File: src/rtl/axis_image_pkg.sv
// rtl/axis_image_pkg.sv - shared widths, FSM states and error-bit indices for the image receiver
package axis_image_pkg;

  localparam int DEF_TDATA_WIDTH = 32;
  localparam int DEF_PIXEL_WIDTH = 8;
  localparam int DEF_DIM_WIDTH   = 16;
  localparam int STATS_WIDTH     = 16;

  typedef enum logic {
    SYNC = 1'b0,
    RECV = 1'b1
  } state_e;

  localparam int ERR_EOL_EARLY = 0;
  localparam int ERR_EOL_LATE  = 1;
  localparam int ERR_SOF       = 2;
  localparam int ERR_WIDTH     = 3;

endpackage

File: src/rtl/axis_rx_out_reg.sv
// rtl/axis_rx_out_reg.sv - valid/ready output register holding pixel data and coordinates
module axis_rx_out_reg #(
  parameter int DATA_WIDTH = 8,
  parameter int DIM_WIDTH  = 16
) (
  input  logic                  clk,
  input  logic                  reset,
  input  logic                  load,
  input  logic [DATA_WIDTH-1:0] in_data,
  input  logic [DIM_WIDTH-1:0]  in_row,
  input  logic [DIM_WIDTH-1:0]  in_col,
  input  logic                  ready,
  output logic                  valid,
  output logic [DATA_WIDTH-1:0] data,
  output logic [DIM_WIDTH-1:0]  row,
  output logic [DIM_WIDTH-1:0]  col
);

  // The parent only asserts load when the slot is empty or being drained this cycle.
  always_ff @(posedge clk or posedge reset) begin
    if (reset) begin
      valid <= 1'b0;
      data  <= '0;
      row   <= '0;
      col   <= '0;
    end else if (load) begin
      valid <= 1'b1;
      data  <= in_data;
      row   <= in_row;
      col   <= in_col;
    end else if (ready) begin
      valid <= 1'b0;
    end
  end

endmodule

File: src/rtl/axis_image_receiver.sv
// rtl/axis_image_receiver.sv - AXI-Stream frame receiver emitting pixels with row/col coordinates
// Optional frame/error counters are built when AXIS_RX_STATS_EN is defined.
module axis_image_receiver
  import axis_image_pkg::*;
#(
  parameter int C_S_AXIS_TDATA_WIDTH = DEF_TDATA_WIDTH,
  parameter int PIXEL_WIDTH          = DEF_PIXEL_WIDTH,
  parameter int DIM_WIDTH            = DEF_DIM_WIDTH
) (
  input  logic                            clk,
  input  logic                            reset,
  input  logic [DIM_WIDTH-1:0]            cfg_cols,
  input  logic [DIM_WIDTH-1:0]            cfg_rows,
  input  logic                            s_axis_tvalid,
  input  logic                            s_axis_tlast,
  input  logic                            s_axis_tuser,
  input  logic [C_S_AXIS_TDATA_WIDTH-1:0] s_axis_tdata,
  output logic                            s_axis_tready,
  output logic                            m_pix_valid,
  input  logic                            m_pix_ready,
  output logic [PIXEL_WIDTH-1:0]          m_pix_data,
  output logic [DIM_WIDTH-1:0]            m_pix_row,
  output logic [DIM_WIDTH-1:0]            m_pix_col,
  output logic                            frame_done,
  output logic [ERR_WIDTH-1:0]            err_flags
`ifdef AXIS_RX_STATS_EN
  ,
  output logic [STATS_WIDTH-1:0]          frame_count,
  output logic [STATS_WIDTH-1:0]          err_count
`endif
);

  localparam logic [DIM_WIDTH-1:0] DIM_ONE = {{(DIM_WIDTH-1){1'b0}}, 1'b1};

  state_e                 state, state_n;
  logic [DIM_WIDTH-1:0]   cols_q, rows_q, col_q, row_q;
  logic [DIM_WIDTH-1:0]   cols_n, rows_n, col_n, row_n;
  logic [DIM_WIDTH-1:0]   pix_row, pix_col;
  logic                   can_load, beat, load, cfg_ok, at_eol, at_last_row, done_n;
  logic [ERR_WIDTH-1:0]   err_n;
  logic                   unused_tdata;

  assign unused_tdata  = ^s_axis_tdata;
  assign can_load      = !m_pix_valid || m_pix_ready;
  assign s_axis_tready = (state == SYNC) ? 1'b1 : can_load;
  assign beat          = s_axis_tvalid && s_axis_tready;
  assign cfg_ok        = (cfg_cols != '0) && (cfg_rows != '0);
  assign at_eol        = (col_q == cols_q - DIM_ONE);
  assign at_last_row   = (row_q == rows_q - DIM_ONE);

  always_comb begin
    state_n = state;
    cols_n  = cols_q;
    rows_n  = rows_q;
    col_n   = col_q;
    row_n   = row_q;
    pix_row = row_q;
    pix_col = col_q;
    load    = 1'b0;
    done_n  = 1'b0;
    err_n   = '0;
    if (beat) begin
      if (s_axis_tuser) begin
        // A start-of-frame beat restarts the frame; tlast on it is ignored.
        if (state == RECV) err_n[ERR_SOF] = 1'b1;
        col_n   = '0;
        row_n   = '0;
        state_n = SYNC;
        // In SYNC ready stays high, so an SOF arriving while the previous
        // frame's last pixel is still held is dropped rather than overwriting it.
        if (cfg_ok && can_load) begin
          load    = 1'b1;
          pix_row = '0;
          pix_col = '0;
          cols_n  = cfg_cols;
          rows_n  = cfg_rows;
          state_n = RECV;
          if (cfg_cols == DIM_ONE) begin
            if (cfg_rows == DIM_ONE) begin
              done_n  = 1'b1;
              state_n = SYNC;
            end else begin
              row_n = DIM_ONE;
            end
          end else begin
            col_n = DIM_ONE;
          end
        end
      end else if (state == RECV) begin
        if (s_axis_tlast != at_eol) begin
          if (s_axis_tlast) err_n[ERR_EOL_EARLY] = 1'b1;
          else              err_n[ERR_EOL_LATE]  = 1'b1;
          col_n   = '0;
          row_n   = '0;
          state_n = SYNC;
        end else begin
          load = 1'b1;
          if (at_eol) begin
            col_n = '0;
            if (at_last_row) begin
              row_n   = '0;
              done_n  = 1'b1;
              state_n = SYNC;
            end else begin
              row_n = row_q + DIM_ONE;
            end
          end else begin
            col_n = col_q + DIM_ONE;
          end
        end
      end
    end
  end

  always_ff @(posedge clk or posedge reset) begin
    if (reset) begin
      state      <= SYNC;
      cols_q     <= '0;
      rows_q     <= '0;
      col_q      <= '0;
      row_q      <= '0;
      frame_done <= 1'b0;
      err_flags  <= '0;
    end else begin
      state      <= state_n;
      cols_q     <= cols_n;
      rows_q     <= rows_n;
      col_q      <= col_n;
      row_q      <= row_n;
      frame_done <= done_n;
      err_flags  <= err_n;
    end
  end

  axis_rx_out_reg #(
    .DATA_WIDTH(PIXEL_WIDTH),
    .DIM_WIDTH (DIM_WIDTH)
  ) u_out_reg (
    .clk    (clk),
    .reset  (reset),
    .load   (load),
    .in_data(s_axis_tdata[PIXEL_WIDTH-1:0]),
    .in_row (pix_row),
    .in_col (pix_col),
    .ready  (m_pix_ready),
    .valid  (m_pix_valid),
    .data   (m_pix_data),
    .row    (m_pix_row),
    .col    (m_pix_col)
  );

`ifdef AXIS_RX_STATS_EN
  localparam logic [STATS_WIDTH-1:0] STATS_ONE = {{(STATS_WIDTH-1){1'b0}}, 1'b1};

  always_ff @(posedge clk or posedge reset) begin
    if (reset) begin
      frame_count <= '0;
      err_count   <= '0;
    end else begin
      if (frame_done && (frame_count != '1)) frame_count <= frame_count + STATS_ONE;
      if ((|err_flags) && (err_count != '1)) err_count <= err_count + STATS_ONE;
    end
  end
`endif

endmodule

File: config.mk
export PLATFORM = sky130hd
export DESIGN_NAME = axis_image_receiver
export DESIGN_NICKNAME = d
export VERILOG_FILES = /design/src/rtl/axis_image_pkg.sv /design/src/rtl/axis_rx_out_reg.sv /design/src/rtl/axis_image_receiver.sv
export SDC_FILE = /design/constraint.sdc
export NUM_CORES = 1
export LEC_CHECK = 0
export CORE_MARGIN = 2
export CORE_UTILIZATION = 57
export CTS_CLUSTER_SIZE = 12
export DETAILED_ROUTE_END_ITERATION = 12
export GPL_ROUTABILITY_DRIVEN = 1
export GPL_TIMING_DRIVEN = 0
export PLACE_DENSITY = 0.84
export SLEW_MARGIN = 20
export SYNTH_ARGS = -nofsm -noshare
export SYNTH_HDL_FRONTEND = slang
export SYNTH_SLANG_ARGS = --single-unit
File: constraint.sdc
create_clock -name clk -period 9.8 [get_ports clk]
set_clock_uncertainty 0.05 [all_clocks]
set_input_delay 2.45 -clock clk [delete_from_list [all_inputs] [get_ports clk]]
set_output_delay 2.45 -clock clk [all_outputs]
set_load 0.1 [all_outputs]
* Word-level counts from Yosys, hierarchy flattened *
Index checks and enable logic that the tools add are counted.

cells by class
  add/sub/neg operators = 4
  $mul = 0
  divide/modulo/power cells = 0
  order comparisons = 0
  eq/ne operators = 5
  shift operators = 0
  multiplexer cells = 53
  bitwise operators = 0
  reduce and logical (&&, ||, !) cells = 13

operator list
  operator                                              count
  2-to-1 mux 16 bit                                     15
  2-to-1 mux 1 bit                                      34
  adder 16 x 1 -> 16 bit, second input constant         2
  equality test 16 x 1 -> 1 bit, second input constant  2
  equality test 16 bit                                  2
  nonzero test 16 bit                                   2
  subtractor 16 x 1 -> 16 bit, second input constant    2
  2-to-1 mux 2 bit                                      3
  AND reduction 3 bit                                   2
  nonzero test 2 bit                                    2
  logical AND 1 bit                                     3
  2-to-1 mux 3 bit                                      1
  nonzero test 3 bit                                    1
  AND reduction 2 bit                                   1
  logical NOT 1 bit                                     1
  logical OR 1 bit                                      1
  inequality test 1 bit                                 1

storage, ports and cells
  register bits after elaboration = 110
  bits in latches = 0
  bits in writable memories = 0
  memory bits (read-only) = 0
  output and inout bits = 46
  logic and storage cells = 86
  memories = 0

* Depth between registers and ports, before layout *
Gate-level depths: netlist (run 1).

  depth after elaboration = 8
  depth in mapped cells = 16
  depth with buffers taken out = 15

* Hierarchy *
A second synthesis (run 1) with hierarchy kept.

unflattened totals
  cells, all modules = 571
  area total of the unflattened synthesis = 6217.2 um^2

modules (own cells, without submodules)
  module               times used  cells each  area an instance (um^2)  seq. area each (um^2)
  axis_image_receiver  1           482         4488.1                   1726.7
  axis_rx_out_reg      1           89          1729.2                   1026.0

* Least setup slack after synthesis (run 1) *
Ideal clock, no wire load.

  path kind = input to output
  start = input m_pix_ready
  end = output s_axis_tready
  arrival = 3272 ps
  required time = 7300 ps
  slack = 4028 ps
  cell stages on the path = 1
  path buffers = 0
  cells stage by stage = nand3b_1

on the way
  cells in the longest elaborated chain, start to end = 2

RTL lines
  what                RTL line                   source
  start: declaration  axis_image_receiver.sv:20  input logic m_pix_ready,
  logical OR 1 bit    axis_image_receiver.sv:44  assign can_load = !m_pix_valid || m_pix_ready;
  2-to-1 mux 1 bit    axis_image_receiver.sv:45  assign s_axis_tready = (state == SYNC) ? 1'b1 : can_load;
  end: declaration    axis_image_receiver.sv:18  output logic s_axis_tready,

Every way passes these cells.

* Worst setup path in the final report (run 1) *
Same ends and word-level chain as after synthesis.

==> results of run 1 <==
[registers in the layout, summed over array words and instances (netlist names)]
register / flops
u_out_reg.col: 16
u_out_reg.row: 16
err_flags: 3
state: 1
cols_q: 16
col_q: 16
row_q: 16
rows_q: 16
u_out_reg.data: 8
frame_done: 1
u_out_reg.valid: 1
[worst max-delay path by stage]
stage	from	to	slack, ns
2_1_floorplan	m_pix_ready	s_axis_tready	4.03
3_3_place_gp	reset	u_out_reg.row[3]	2.96
3_5_place_dp	m_pix_ready	s_axis_tready	3.07
4_1_cts	m_pix_ready	s_axis_tready	3.07
5_1_grt	m_pix_ready	s_axis_tready	3.03
6_report	m_pix_ready	s_axis_tready	3.06
[kinds of logic (layout without fill, tap and decap cells)]
group	count (synthesis)	after routing	share of synthesized area
adder cells (fa/ha/maj)	6	6	0.01223
XOR/XNOR	47	47	0.06709
flip-flops	110	110	0.4486
buffers and inverters	55	162	0.03752
AND/OR/NAND/NOR	281	281	0.2280
multiplexers	40	40	0.07259
AO/OA/AOI/OAI	120	120	0.1340
[stage by stage]
| stage | instance area, um^2 | setup WS [ns] | util | std cells |
|---|---|---|---|---|
| detailed placement | 7239 | 3.071 | 0.6981 | 886 |
| global placement | 7207 | 2.955 | 0.6950 | 885 |
| CTS | 7437 | 3.071 | 0.7172 | 902 |
| floorplan | 6136 | 4.028 | - | 659 |
| global route | 7437 | 3.028 | 0.7172 | 902 |
| finish | 7437 | 3.058 | 0.7172 | 902 |
[cell usage after synthesis (3+ instances only)]
master    count
mux2i_1       4
or4_1         3
nand2_1     113
clkbuf_1     28
a31oi_1       4
nand2b_1      7
nor3_1       19
a31o_2        4
mux2_2       36
buf_2         7
a32oi_1       5
o31ai_1       3
inv_1        17
nand3_1      18
o22ai_1       4
a221oi_1      4
o211ai_1      3
and3_1       13
o21ai_1       3
nor2_1       40
xnor2_1      24
o21ai_0      16
nor4_1       18
and2_1        3
a211oi_1      4
nand4_1      14
dfrtp_1     110
ha_1          6
a221oi_2      7
or3_1         4
a21oi_1      46
nand3b_1      5
xor2_1       23
and4_1        4
nor3b_1       5
[critical path: stages]
cell,delay (ns)
clkdlybuf4s50_1,0.46
nand3b_1,0.14
clkdlybuf4s50_1,1.18
[final cells by class]
cell class | count | area share
plain buffers | 38 | 0.02238
clock buffers | 12 | 0.01952
clock inverters | 4 | 0.007066
inverters | 17 | 0.009253
multi-input cells | 494 | 0.4240
flip-flops and latches | 110 | 0.3701
well taps | 136 | 0.02288
repair buffers | 91 | 0.1248
[power by group through the flow]
| stage | Clock (mW) | Combinational (mW) | Sequential (mW) |
|---|---|---|---|
| global route | 0.309 | 0.412 | 0.567 |
| finish | 0.285 | 0.381 | 0.562 |
| detailed placement | 0 | 0.377 | 0.569 |
| floorplan | 0 | 0.200 | 0.637 |
| global placement | 0 | 0.364 | 0.566 |
| CTS | 0.290 | 0.380 | 0.560 |
[per-layer routing]
metal | vias up | track usage
met1 | 2706 | 0.3636
li1 | 2557 | -
met2 | 175 | 0.5207
met5 | - | 0
met4 | 0 | 0.1328
met3 | 37 | 0.03571
==> out/results.txt, run 1 <==
sw frac = 0.3713
drt total wl = 16.22 mm
total congestion overflow = 0
n_diodes = 0
net switching power = 455.8 uW
DRC errors left = 0
max-slew violation count = 0
WS Path Type = in2out
Multi-input gate area = 0.003153 mm^2
fmax = 148.3 MHz
die height = 107.8 um
die width = 107.8 um
relative slew slack = 0.3160
met2 WL = 8.423 mm
Tcrit/Tclk final = 0.6879
P_leak = 2.940 nW
final hold vios = 0
GRT Total Usage = 0.2961
starting density of the core = 0.5917
Layout area overhead = 21.21%
number of CTS-inserted buffers = 9
Ys Warns = 0
Top FF cell, synth = dfrtp_1
Worst Hold Slack = 0.4699 ns
CP endpoint kind = primary output
Req. time, crit path = 7.30 ns
Mapped Area = 0.006136 mm^2
nets = 837
Final HPWL DP = 12.15 mm
post_cts resized = 0
I/O Buffers = 90
net count after synthesis = 735
min Tclk post-route = 6.742 ns
WP data arrival = 4.24 ns
status = complete, no violations
die area = 0.01161 mm^2
number of setup buffers added after CTS = 0
Peak VDD IR = 0.1327 mV
wl on met1 = 6.518 mm
First DRT Iteration DRCs = 303
Total Power = 1.227 mW
CTS Hold Buffers Added = 0
largest net degree at the start of global routing = 83
commonest cells after routing, fill and taps aside = nand2_1, dfrtp_1, clkdlybuf4s50_1, a21oi_1, nor2_1
met3 wire len = 768 um
RR Endpoint = u_out_reg.data[6]
clk slew on worst S/H paths = 0.10 ns
DR top layer = met4
worst hold-check path type = reg2reg
Yosys reg bits = 110
Comb pwr share = 0.310
# setup viols final = 0
global-route wire length before repair = 26.96 mm
clock root cell = clkbuf_8
initial antenna violation count = 0
CTS tree = yes
most common cell after layout, fill and taps aside = nand2_1
worst skew pair latency = 0.39 ns
Synth async-reset ratio = 1.000
Clk pwr share = 0.232
Routed WL per cell = 17.98 um
fraction of layout cells with a size suffix above 1 = 0.1070
r2r startpoint = cols_q[9]
register area share after synthesis = 0.4486
io pins = 116
drt pass-1 iters = 5
Synth top area share = 0.4486
hold path endpoint = u_out_reg.data[0]
# fillers = 805
CTS Buffer Depth = 2
worst slew pin tran = 1.023 ns
worst hold stages = 1
Synth cell types = 61
vias = 5475
FF-to-FF path depth = 14
gp weighted congestion = 0.9474
Post-Syn Instances = 659
synth top area cells = dfrtp_1, nand2_1, mux2_2, a21oi_1, xnor2_1
Critical Path Start Type = primary input
Sink Count = 110
EDFF count, synth = 0
DR vias/cell = 6.070
P per Cell Area = 165.0 mW/mm^2
Seq. cell area = 0.002753 mm^2
RSZ-0062 raised after global routing = false
Crit Path Max Fanout = 3
hold_sp = u_out_reg.data[0]
final setup TNS = 0 ns
max-cap violations = 0
dominant cell type by area after synthesis = dfrtp_1
reg2reg setup slack = 5.03 ns
vias in the first global route = 5544
Core Region = 0.01037 mm^2
Post-DRT Antenna Nets = 0
internal power = 771.7 uW
CTS H-tree depth = 3
FP Rows = 37
Post-Syn Area per Cell = 9.311 um^2
Reg power frac = 0.458
(Power assumes the default switching activity.)
==> run 2, diff against run 1 <==
--- a/config.mk
+++ b/config.mk
@@ -6,12 +6,12 @@
 export NUM_CORES = 1
 export LEC_CHECK = 0
 export CORE_MARGIN = 2
-export CORE_UTILIZATION = 57
+export CORE_UTILIZATION = 48
 export CTS_CLUSTER_SIZE = 12
 export DETAILED_ROUTE_END_ITERATION = 12
 export GPL_ROUTABILITY_DRIVEN = 1
 export GPL_TIMING_DRIVEN = 0
-export PLACE_DENSITY = 0.84
+export PLACE_DENSITY = 0.75
 export SLEW_MARGIN = 20
 export SYNTH_ARGS = -nofsm -noshare
 export SYNTH_HDL_FRONTEND = slang
==> constraint.sdc (replaced) <==
create_clock -name clk -period 5.8 [get_ports clk]
set_clock_uncertainty 0.05 [all_clocks]
set_input_delay 1.45 -clock clk [delete_from_list [all_inputs] [get_ports clk]]
set_output_delay 1.45 -clock clk [all_outputs]
set_load 0.1 [all_outputs]
==> out/results.txt, run 2 (same netlist as run 1, synthesis figures left out) <==
Layout area overhead = 24.10%
largest net degree at the start of global routing = 72
Req. time, crit path = 6.00 ns
fmax = 210.1 MHz
CTS H-tree depth = 3
placed cell count = 922
I/O Buffers = 90
worst setup margin = 1.040 ns
FF-to-FF path depth = 14
global-route wire length before repair = 26.01 mm
reg2reg setup slack = 1.04 ns
total congestion overflow = 0
P per Cell Area = 298.9 mW/mm^2
Routed WL per cell = 17.26 um
vias in the first global route = 5416
# setup viols final = 0
slowest CP cell = a21oi_1
WP depth = 14
First DRT Iteration DRCs = 416
WP data arrival = 4.96 ns
Multi-input gate area = 0.003153 mm^2
Post-DRT Antenna Nets = 0
number of CTS-inserted buffers = 9
clock root cell = clkbuf_16
DR vias/cell = 5.776
CP cell instances = clkbuf_1 -> nor4_1 -> nand4_1 -> xnor2_1 -> nand3_1 -> a32oi_1 -> nand3_1 -> inv_1 -> ha_1 -> nor2b_1 -> buf_2 -> nand2_1 -> a21oi_1 -> mux2_2
commonest cells after routing, fill and taps aside = nand2_1, dfrtp_1, clkdlybuf4s50_1, a21oi_1, nor2_1
die height = 117.1 um
nets = 837
final hold vios = 0
Crit Path Max Fanout = 10
Post-Place Setup Slack = 1.076 ns
worst path buffer plus inverter count = 3
Seq. cell area = 0.002753 mm^2
Final HPWL DP = 12.15 mm
initial antenna violation count = 0
most common cell after layout, fill and taps aside = nand2_1
family with the most delay on the worst path = simple AND/OR/NAND/NOR gates
GRT Total Usage = 0.2439
crit-path max cell delay = 0.75 ns
FP Rows = 41
min Tclk post-route = 4.760 ns
Sink Count = 110
worst skew pair latency = 0.36 ns
Core Region = 0.01257 mm^2
n_diodes = 0
Worst Setup EP = u_out_reg.data[2]
Critical Path Start Type = flip-flop
fraction of layout cells with a size suffix above 1 = 0.1097
drt pass-1 iters = 5
WS Path Type = reg2reg
Worst Hold Slack = 0.4639 ns
Tcrit/Tclk final = 0.8206
worst slew pin tran = 1.007 ns
worst hold-check path type = reg2reg
gp weighted congestion = 0.8792
die width = 117.1 um
final non-filler cell total = 938
CTS Buffer Depth = 2
max-cap violations = 0
clk slew on worst S/H paths = 0.07 ns
RR Endpoint = u_out_reg.data[2]
# fillers = 1053
vias = 5418
starting density of the core = 0.4882
r2r startpoint = cols_q[9]
number of setup buffers added after CTS = 0
Top cell by count, worst path = nand3_1
status = complete, no violations
post_cts resized = 0
DRC errors left = 0
relative slew slack = 0.3265
CP endpoint kind = flip-flop
max-slew violation count = 0
die area = 0.01370 mm^2
RSZ-0062 raised after global routing = false
CTS Hold Buffers Added = 0
drt total wl = 16.19 mm
CTS tree = yes
Peak VDD IR = 0.1927 mV
P_leak = 3.002 nW
Critical Path Source = cols_q[9]
io pins = 116
-- run 2: metal layers --
metal / wire length, um / track usage
met5: 0 / 0
met4: 498 / 0.1051
met3: 841 / 0.05664
met2: 8343 / 0.4285
met1: 6503 / 0.2864
-- run 2: per-stage QoR --
step | TNS, ns | cell area (um^2) | total power, mW | util
after floorplan | 0 | 6136 | 1.415 | -
after global routing | 0 | 7615 | 2.380 | 0.6059
after global placement | -11.59 | 7252 | 1.572 | 0.5770
after detailed placement | 0 | 7284 | 1.598 | 0.5796
after CTS | 0 | 7615 | 2.287 | 0.6059
final | 0 | 7615 | 2.276 | 0.6059
-- run 2: power by group --
group          switching, mW  internal, mW  leakage, nW
combinational          0.402         0.242         1.40
clock                  0.292         0.394        0.164
sequential            0.0981         0.847         1.44
total                  0.792          1.48         3.00
-- run 2: worst min path at each step --
stage | startpoint | to | slack, ns | cells after the start
detailed placement | u_out_reg.data[1] | u_out_reg.data[1] | 0.45 | 1
global placement | u_out_reg.data[3] | u_out_reg.data[3] | 0.44 | 1
global route | u_out_reg.data[3] | u_out_reg.data[3] | 0.48 | 1
floorplan | row_q[15] | row_q[15] | 0.44 | 1
CTS | u_out_reg.data[1] | u_out_reg.data[1] | 0.46 | 1
finish | u_out_reg.data[1] | u_out_reg.data[1] | 0.46 | 1
-- run 2: final cells by class --
cell class / count / share of cell area
timing repair buffer: 91 / 0.1219
clock buffer: 10 / 0.03138
clock inverter: 6 / 0.01199
tap: 172 / 0.02826
buffer: 38 / 0.02185
sequential: 110 / 0.3615
multi-input combinational: 494 / 0.4141
inverter: 17 / 0.009037
==> run 3, diff against run 2 <==
--- a/config.mk
+++ b/config.mk
@@ -6,12 +6,12 @@
 export NUM_CORES = 1
 export LEC_CHECK = 0
 export CORE_MARGIN = 2
-export CORE_UTILIZATION = 48
+export CORE_UTILIZATION = 53
 export CTS_CLUSTER_SIZE = 12
 export DETAILED_ROUTE_END_ITERATION = 12
 export GPL_ROUTABILITY_DRIVEN = 1
 export GPL_TIMING_DRIVEN = 0
-export PLACE_DENSITY = 0.75
+export PLACE_DENSITY = 0.79
 export SLEW_MARGIN = 20
 export SYNTH_ARGS = -nofsm -noshare
 export SYNTH_HDL_FRONTEND = slang
==> constraint.sdc (replaced) <==
create_clock -name clk -period 4.5 [get_ports clk]
set_clock_uncertainty 0.05 [all_clocks]
set_input_delay 1.125 -clock clk [delete_from_list [all_inputs] [get_ports clk]]
set_output_delay 1.125 -clock clk [all_outputs]
set_load 0.1 [all_outputs]
==> out/results.txt, run 3 (same netlist as run 1, synthesis figures left out) <==
die width = 111.6 um
Critical Path Start Type = flip-flop
Req. time, crit path = 4.72 ns
CTS Buffer Depth = 2
worst setup margin = 0.3317 ns
final non-filler cell total = 909
I/O Buffers = 90
Crit Path Max Fanout = 8
die height = 111.6 um
number of CTS-inserted buffers = 9
drt total wl = 15.72 mm
FP Rows = 39
CTS tree = yes
CTS Hold Buffers Added = 0
fin util = 0.6688
drt pass-1 iters = 5
fmax = 239.9 MHz
Core Region = 0.01137 mm^2
vias in the first global route = 5486
nets = 837
CP endpoint kind = flip-flop
vias = 5363
Routed WL per cell = 17.29 um
placed cell areas = 0.007248 mm^2
RSZ-0062 raised after global routing = false
die area = 0.01245 mm^2
starting density of the core = 0.5397
P_leak = 3.005 nW
Clk pwr share = 0.288
number of setup buffers added after CTS = 0
DR vias/cell = 5.900
GRT Total Usage = 0.2648
n_diodes = 0
Comb pwr share = 0.287
sw frac = 0.3601
final setup TNS = 0 ns
gp weighted congestion = 0.9072
final hold vios = 0
Sink Count = 110
worst skew pair latency = 0.36 ns
io pins = 116
clock root cell = clkbuf_16
worst hold-check path type = reg2reg
global-route wire length before repair = 26.75 mm
fraction of layout cells with a size suffix above 1 = 0.1214
max-slew violation count = 0
min Tclk post-route = 4.168 ns
Post-DRT Antenna Nets = 0
Layout area overhead = 23.92%
First DRT Iteration DRCs = 451
Post-Place Setup Slack = -0.09554 ns
total congestion overflow = 0
# setup viols final = 0
Final HPWL DP = 11.80 mm
# fillers = 940
P per Cell Area = 380.5 mW/mm^2
Reg power frac = 0.425
relative slew slack = 0.3247
internal power = 1.851 mW
post_cts resized = 1
commonest cells after routing, fill and taps aside = nand2_1, dfrtp_1, clkdlybuf4s50_1, a21oi_1, nor2_1
DRC errors left = 0
status = complete, no violations
clk slew on worst S/H paths = 0.08 ns
Peak VDD IR = 0.3159 mV
Tcrit/Tclk final = 0.9263
post-layout instance area = 0.007604 mm^2
largest net degree at the start of global routing = 71
net switching power = 1.042 mW
CTS H-tree depth = 3
WS Path Type = reg2reg
reg2reg setup slack = 0.33 ns
worst slew pin tran = 1.010 ns
initial antenna violation count = 0
most common cell after layout, fill and taps aside = nand2_1
WP data arrival = 4.39 ns
placed cell count = 893
max-cap violations = 0
[run 3: layout make-up]
cell class                      instances  area (um^2)  area share
Clock buffer                           10        229.0     0.03011
Sequential cell                       110         2753      0.3620
Multi-Input combinational cell        494         3198      0.4206
Buffer                                 38        172.7     0.02271
Timing Repair Buffer                   91        928.4      0.1221
Inverter                               17        68.82    0.009051
Clock inverter                          6        75.07    0.009873
Tap cell                              143        178.9     0.02353
[run 3: worst paths after layout]
| kind | cells after the start | endpoint | startpoint |
|---|---|---|---|
| max | 15 | row_q[13] | cols_q[0] |
| max in group asynchronous | 3 | row_q[15] | reset |
| max reg2reg | 15 | row_q[13] | cols_q[0] |
| min | 1 | u_out_reg.data[7] | u_out_reg.data[7] |
| min in group asynchronous | 2 | cols_q[2] | reset |
| min reg2reg | 1 | u_out_reg.data[7] | u_out_reg.data[7] |
[run 3: per-stage QoR]
| stage | hold slack [ns] | total power, mW |
|---|---|---|
| after floorplan | 0.4392 | 1.824 |
| after global placement | 0.4430 | 2.027 |
| after detailed placement | 0.4452 | 2.058 |
| after CTS | 0.4629 | 2.892 |
| after global routing | 0.4836 | 3.032 |
| final | 0.4588 | 2.893 |
[run 3: critical path: stages, from the launching register on]
cell and delay [ns]:
dfrtp_1 0.47, inv_1 0.10, ha_1 0.26, nand2b_1 0.22
xnor2_1 0.24, a31o_2 0.17, nand4b_1 0.12, a32oi_2 0.41
nand3_1 0.37, inv_1 0.17, ha_1 0.14, nor2b_1 0.12
buf_2 0.20, nand3_1 0.29, or4_1 0.58, mux2i_1 0.16
[run 3: per-layer routing]
metal	vias to the layer above	GRT usage	share of wire
met1	2644	0.3234	0.42
met5	-	0	0
met4	0	0.07572	0.014
met2	150	0.4736	0.52
met3	18	0.05770	0.046
li1	2551	-	-
[run 3: power by group through the flow]
stage / Sequential [mW] / Clock, mW / Combinational (mW)
after floorplan: 1.39 / 0 / 0.436
after global placement: 1.23 / 0 / 0.793
after detailed placement: 1.24 / 0 / 0.819
after CTS: 1.22 / 0.849 / 0.822
after global routing: 1.25 / 0.888 / 0.898
final: 1.23 / 0.833 / 0.832
